`src/rtl/gcd_pkg.sv`:
```
// Shared definitions for the gcd core, its client sequencer and the bench.
package gcd_pkg;

  localparam int GCD_WIDTH          = 32;
  localparam int GCD_TIMEOUT_CYCLES = 1024;

  typedef enum logic [1:0] {
    S_IDLE  = 2'd0,
    S_WAIT  = 2'd1,
    S_DRAIN = 2'd2,
    S_RESP  = 2'd3
  } state_t;

endpackage

```
`src/rtl/gcd_client_if.sv`:
```
// Bundle of the host request/response streams and the gcd core handshake.
// The slave modport is the client sequencer; master is the host plus core side.
interface gcd_client_if
  import gcd_pkg::*;
#(
  parameter int WIDTH = GCD_WIDTH
);

  logic             req_valid;
  logic             req_ready;
  logic [WIDTH-1:0] req_opa;
  logic [WIDTH-1:0] req_opb;

  logic             rsp_valid;
  logic             rsp_ready;
  logic [WIDTH-1:0] rsp_result;
  logic [WIDTH-1:0] rsp_opa;
  logic [WIDTH-1:0] rsp_opb;

  logic             gcd_start;
  logic [WIDTH-1:0] gcd_opa;
  logic [WIDTH-1:0] gcd_opb;
  logic [WIDTH-1:0] gcd_result;
  logic             gcd_done;

  modport slave (
    input  req_valid, req_opa, req_opb, rsp_ready, gcd_result, gcd_done,
    output req_ready, rsp_valid, rsp_result, rsp_opa, rsp_opb,
           gcd_start, gcd_opa, gcd_opb
  );

  modport master (
    output req_valid, req_opa, req_opb, rsp_ready, gcd_result, gcd_done,
    input  req_ready, rsp_valid, rsp_result, rsp_opa, rsp_opb,
           gcd_start, gcd_opa, gcd_opb
  );

endinterface

```
`src/rtl/gcd_client.sv`:
```
// Initiator-side sequencer for the gcd core: one operation outstanding at a time.
// Optional WAIT watchdog and rsp_timeout port enabled by defining GCD_TIMEOUT_EN.
//
// state   | meaning
// IDLE    | ready for a request
// WAIT    | start held to the core, waiting for done
// DRAIN   | result captured, waiting for done to fall
// RESP    | response presented until accepted
module gcd_client
  import gcd_pkg::*;
#(
  parameter int WIDTH = GCD_WIDTH
`ifdef GCD_TIMEOUT_EN
  , parameter int TIMEOUT_CYCLES = GCD_TIMEOUT_CYCLES
`endif
) (
  input  logic       clk,
  input  logic       reset,
  gcd_client_if.slave bus,
  output logic       busy
`ifdef GCD_TIMEOUT_EN
  , output logic     rsp_timeout
`endif
);

  state_t           r_state;
  state_t           w_next;
  logic [WIDTH-1:0] r_oa;
  logic [WIDTH-1:0] r_ob;
  logic [WIDTH-1:0] r_res;
  logic             w_accept;
  logic             w_zero_op;
  logic             w_tmo;

  assign w_accept  = (r_state == S_IDLE) && bus.req_valid;
  assign w_zero_op = (bus.req_opa == '0) || (bus.req_opb == '0);

`ifdef GCD_TIMEOUT_EN
  localparam int CNT_W = $clog2(TIMEOUT_CYCLES + 1);

  logic [CNT_W-1:0] r_tmo_cnt;
  logic             r_timeout;

  // Loaded on accept so the first WAIT cycle starts a fresh TIMEOUT_CYCLES window.
  always_ff @(posedge clk or posedge reset) begin
    if (reset) begin
      r_tmo_cnt <= '0;
      r_timeout <= 1'b0;
    end else begin
      if (w_accept) begin
        r_tmo_cnt <= CNT_W'(TIMEOUT_CYCLES - 1);
        r_timeout <= 1'b0;
      end else if ((r_state == S_WAIT) && (r_tmo_cnt != '0)) begin
        r_tmo_cnt <= r_tmo_cnt - 1'b1;
      end
      if (w_tmo) begin
        r_timeout <= 1'b1;
      end
    end
  end

  assign w_tmo       = (r_state == S_WAIT) && !bus.gcd_done && (r_tmo_cnt == '0);
  assign rsp_timeout = r_timeout;
`else
  assign w_tmo = 1'b0;
`endif

  always_ff @(posedge clk or posedge reset) begin
    if (reset) begin
      r_state <= S_IDLE;
    end else begin
      r_state <= w_next;
    end
  end

  always_comb begin
    w_next = r_state;
    case (r_state)
      S_IDLE:  if (w_accept) w_next = w_zero_op ? S_RESP : S_WAIT;
      S_WAIT:  if (bus.gcd_done || w_tmo) w_next = S_DRAIN;
      S_DRAIN: if (!bus.gcd_done) w_next = S_RESP;
      S_RESP:  if (bus.rsp_ready) w_next = S_IDLE;
      default: w_next = S_IDLE;
    endcase
  end

  // oa|ob is the final answer when either operand is zero; otherwise overwritten from the core.
  always_ff @(posedge clk or posedge reset) begin
    if (reset) begin
      r_oa  <= '0;
      r_ob  <= '0;
      r_res <= '0;
    end else if (w_accept) begin
      r_oa  <= bus.req_opa;
      r_ob  <= bus.req_opb;
      r_res <= bus.req_opa | bus.req_opb;
    end else if ((r_state == S_WAIT) && bus.gcd_done) begin
      r_res <= bus.gcd_result;
    end else if (w_tmo) begin
      r_res <= '0;
    end
  end

  always_comb begin
    bus.req_ready = (r_state == S_IDLE);
    bus.rsp_valid = (r_state == S_RESP);
    bus.gcd_start = (r_state == S_WAIT);
    busy          = (r_state != S_IDLE);
  end

  assign bus.gcd_opa    = r_oa;
  assign bus.gcd_opb    = r_ob;
  assign bus.rsp_opa    = r_oa;
  assign bus.rsp_opb    = r_ob;
  assign bus.rsp_result = r_res;

endmodule

```
`src/flat_wrapper.sv`:
```
// flat-port wrapper written by rule: the top's interface ports become plain ports
module gcd_client_flat import gcd_pkg::*;
#(
  parameter int WIDTH = GCD_WIDTH

)
  (clk, reset, busy, bus_req_valid, bus_req_opa, bus_req_opb, bus_rsp_ready, bus_gcd_result, bus_gcd_done, bus_req_ready, bus_rsp_valid, bus_rsp_result, bus_rsp_opa, bus_rsp_opb, bus_gcd_start, bus_gcd_opa, bus_gcd_opb);
  gcd_client_if #(.WIDTH(WIDTH)) bus_i ();
  input  logic clk;
  input  logic reset;
  output logic busy;
  input wire logic [$bits(bus_i.req_valid)-1:0] bus_req_valid;
  input wire logic [$bits(bus_i.req_opa)-1:0] bus_req_opa;
  input wire logic [$bits(bus_i.req_opb)-1:0] bus_req_opb;
  input wire logic [$bits(bus_i.rsp_ready)-1:0] bus_rsp_ready;
  input wire logic [$bits(bus_i.gcd_result)-1:0] bus_gcd_result;
  input wire logic [$bits(bus_i.gcd_done)-1:0] bus_gcd_done;
  output wire logic [$bits(bus_i.req_ready)-1:0] bus_req_ready;
  output wire logic [$bits(bus_i.rsp_valid)-1:0] bus_rsp_valid;
  output wire logic [$bits(bus_i.rsp_result)-1:0] bus_rsp_result;
  output wire logic [$bits(bus_i.rsp_opa)-1:0] bus_rsp_opa;
  output wire logic [$bits(bus_i.rsp_opb)-1:0] bus_rsp_opb;
  output wire logic [$bits(bus_i.gcd_start)-1:0] bus_gcd_start;
  output wire logic [$bits(bus_i.gcd_opa)-1:0] bus_gcd_opa;
  output wire logic [$bits(bus_i.gcd_opb)-1:0] bus_gcd_opb;
  assign bus_i.req_valid = bus_req_valid;
  assign bus_i.req_opa = bus_req_opa;
  assign bus_i.req_opb = bus_req_opb;
  assign bus_i.rsp_ready = bus_rsp_ready;
  assign bus_i.gcd_result = bus_gcd_result;
  assign bus_i.gcd_done = bus_gcd_done;
  assign bus_req_ready = bus_i.req_ready;
  assign bus_rsp_valid = bus_i.rsp_valid;
  assign bus_rsp_result = bus_i.rsp_result;
  assign bus_rsp_opa = bus_i.rsp_opa;
  assign bus_rsp_opb = bus_i.rsp_opb;
  assign bus_gcd_start = bus_i.gcd_start;
  assign bus_gcd_opa = bus_i.gcd_opa;
  assign bus_gcd_opb = bus_i.gcd_opb;
  gcd_client #(.WIDTH(WIDTH)) u_core (.clk(clk), .reset(reset), .bus(bus_i), .busy(busy));
endmodule
```
`config.mk`:
```
export PLATFORM = sky130hd
export DESIGN_NAME = gcd_client_flat
export DESIGN_NICKNAME = d
export VERILOG_FILES = /design/src/rtl/gcd_pkg.sv /design/src/rtl/gcd_client_if.sv /design/src/rtl/gcd_client.sv /design/src/flat_wrapper.sv
export SDC_FILE = /design/constraint.sdc
export NUM_CORES = 1
export LEC_CHECK = 0
export CORE_MARGIN = 2
export CORE_UTILIZATION = 42
export DETAILED_ROUTE_END_ITERATION = 8
export PLACE_DENSITY = 0.89
export SKIP_LAST_GASP = 1
export SLEW_MARGIN = 20
export SYNTH_ARGS = -nofsm -noshare
export SYNTH_HDL_FRONTEND = slang
export SYNTH_SLANG_ARGS = --single-unit
export TNS_END_PERCENT = 1
```
`constraint.sdc`:
```
create_clock -name clk -period 8.6 [get_ports clk]
set_clock_uncertainty 0.15 [all_clocks]
set_input_delay 1.72 -clock clk [delete_from_list [all_inputs] [get_ports clk]]
set_output_delay 1.72 -clock clk [all_outputs]
set_load 0.005 [all_outputs]
```
==> impl_metrics.tcl <==
set metrics [dict create \
    final_hold_viol_count 0 \
    track_usage_pct 23.49 \
    synth-edff-count 0 \
    wire_per_inst_um 18.99 \
    antenna_found_initial 0 \
    synth_ff_type "dfrtp_1" \
    antennaDiodeCount 0 \
    ctsRootBufferMaster "clkbuf_8" \
    htree_levels 3 \
    buffer_ports.inserted 264 \
    cts.path.max_buffers 2 \
    top_usage_layer "met2" \
    synth_compound_area_share_pct 4.995 \
    grt_max_degree 77 \
    place_hpwl_um 10890 \
    drt-initial-drc-count 232 \
    drtAntennaViolNets 0 \
    dieArea_um2 11950 \
    hold_class "flip-flop to flip-flop" \
    dieHeight_um 109.3 \
    die_x_um 109.3 \
    max_freq_mhz 261.1 \
    num_rows 38 \
    power_density_nw_per_um2 361.3 \
    met3_usage_pct 5.157 \
    setup_violations 0 \
    async_flop_share_pct 100.0 \
    ys_seq_area_share_pct 52.63 \
    crit_slowest_cell "buf_4" \
    crit_buf_inv 2 \
    post-route-util_pct 65.81 \
    clk_latency_ns 0.35 \
    cts.clk_slew.worst_paths_ns 0.09 \
    post-route-period-util_pct 44.53 \
    synthAdderAreaFrac_pct 1.343 \
    synth_top_family_by_area "multiplexers" \
    ir_worst_vdd_uv 220.5 \
    ctsHoldBuffers 0 \
    critPathCaptureType "flip-flop" \
    drive_gt1_share_pct 14.42 \
    slew_violations 0 \
    yosysUniqueCellTypes 21 \
    worst-path-max-fanout 76 \
    required_ns 8.70 \
    grt_pass1_wl_um 21190 \
    yosys-top-cells-count "dfrtp_1, nand2_1, buf_4, mux2_2, nor3_1" \
    coreArea_um2 10840 \
    status "complete, no violations" \
    maxSlewHeadroom_pct 45.04 \
    via_per_inst 5.225 \
    grt_setup_unrepaired "false" \
    first_pass_iters 4 \
    cts_buffers 9 \
    synth_xor_area_share_pct 0 \
    synth_seq_cells 98 \
    gr-usage-met1_pct 28.53 \
    remaining_drc_errors 0 \
    synthSimpleGateAreaFrac_pct 12.14 \
    io-pin-count 265 \
    post_cts_resize_count 0 \
    avgSynthCellArea_um2 11.12 \
    yosysTopAreaCellShare_pct 52.63 \
    drv_cap 0 \
    clock_sinks 98 \
    fin_nets 718 \
    slowest_delay_ns 0.74 \
    post_cts_buffers 0 \
    syn_nets 525 \
    arrival_ns 3.93 \
    cts_tree "yes" \
    grt_pass1_vias 3939 \
    syn_inst 419 \
    vias 3955 \
    yosys-top-cells-area "dfrtp_1, mux2_2, buf_4, nand2_1, a31oi_1" \
    met2_usage_pct 41.40 \
    routed_wl_um 14380 \
    synth_area_um2 4659 \
    synth_mux_area_share_pct 16.00 \
    start_util_pct 42.98 \
    start_kind "input pin" \
    gp_congestion 0.8120 \
    cpLargestDelayFamily "buffers and inverters" \
    p_leak_uw 0.002901 \
    area_delta_synth_final_pct 53.11 \
    layout_min_cycle_time_ns 3.830 \
    tightestPinTransition_ns 0.8243 \
    crit_type "input pin to flip-flop" \
    yosysMostFrequentCell "dfrtp_1" \
    crit_chain "clkdlybuf4s50_1 > nand2_4 > buf_4 > mux2_2" \
    tns_ns 0 \
    synth_top_cell_by_area "dfrtp_1" \
    gr-total-overflow 0 \
    ys_warn_count 0 \
]
registers in the layout, summed over array words and instances, names as in the netlist:
register               count
u_core.bus.gcd_opb        32
u_core.bus.rsp_result     32
u_core.r_state             2
u_core.bus.gcd_opa        32
metrics by stage:
step	total power [uW]	hold slack, ns	setup slack (ns)	area, um^2	cells
final	2577	0.3936	4.770	7134	757
after CTS	2602	0.3970	4.801	7134	757
after detailed placement	2288	0.3735	4.418	6932	741
after global placement	2231	0.3632	4.489	6932	741
after global routing	2732	0.4117	4.643	7134	757
after floorplan	1521	0.3780	4.168	4659	419
report_power, final:
group | leakage, uW | internal [uW] | total [uW] | switching, uW
Combinational | 0.00165 | 925 | 1380 | 457
Clock | 0.000103 | 143 | 308 | 165
Sequential | 0.00115 | 702 | 887 | 185
Total | 0.00290 | 1770 | 2580 | 808
final timing paths:
kind,from,endpoint,slack [ns],depth (start not counted)
worst max-delay path,bus_req_valid,u_core.bus.gcd_opb[26],4.77,4
worst min-delay path,u_core.bus.gcd_opb[0],u_core.bus.gcd_opb[0],0.39,1
worst max register to register,u_core.r_state[0],u_core.bus.gcd_opb[26],5.89,5
worst min register to register,u_core.bus.gcd_opb[0],u_core.bus.gcd_opb[0],0.39,1
max in group asynchronous,reset,u_core.bus.gcd_opb[30],5.60,3
min in group asynchronous,reset,u_core.bus.gcd_opa[9],1.61,2
routing by layer:
layer,share of wire (%),vias up
met4,1.3,0
met2,52,201
met5,0,-
met1,39,1948
met3,8.3,17
li1,-,1789
placed cells by master, fill, tap and decap left out:
cell type / Yosys / final
a21oi_1: 1 / 1
o221ai_2: 1 / 1
clkinv_2: 0 / 2
mux2i_1: 1 / 1
nand4_1: 4 / 4
and2_2: 1 / 1
nor3_1: 33 / 33
a31oi_1: 32 / 32
clkinv_4: 0 / 1
mux2_2: 64 / 64
inv_6: 0 / 1
dfrtp_1: 98 / 98
or2_1: 2 / 2
nand2_1: 66 / 65
bufinv_16: 0 / 1
clkinvlp_4: 0 / 1
clkbuf_8: 0 / 10
a31oi_2: 1 / 1
nand2_4: 0 / 1
clkdlybuf4s50_1: 0 / 264
nor2_1: 2 / 2
mux2_4: 1 / 1
nor4_1: 16 / 16
ha_1: 5 / 5
inv_1: 6 / 5
inv_4: 0 / 1
buf_4: 64 / 3
worst register-to-register path, delay by kind of cell (launching register included):
| kind | cells | cell delay [ns] |
|---|---|---|
| fa+ha+maj | 1 | 0.27 |
| buf+inv | 2 | 0.86 |
| flops | 1 | 0.38 |
| mux | 1 | 0.49 |
| simple gates | 1 | 0.46 |
cells by family (layout without fill, tap and decap cells):
| kind of cell | count (synthesis) | after routing |
|---|---|---|
| compound gates | 35 | 35 |
| fa+ha+maj | 5 | 5 |
| buf+inv | 91 | 289 |
| flops | 98 | 98 |
| mux | 66 | 66 |
| simple gates | 124 | 124 |
layout make-up:
| cell class | count | area (um^2) |
|---|---|---|
| timing repair buffer | 267 | 2665 |
| clock buffer | 10 | 137.6 |
| clock inverter | 6 | 65.06 |
| fill | 854 | 3706 |
| inverter | 6 | 25.02 |
| sequential | 98 | 2452 |
| tap | 140 | 175.2 |
| multi-input combinational | 230 | 1614 |
No activity file was read; power rests on OpenSTA's default activity.
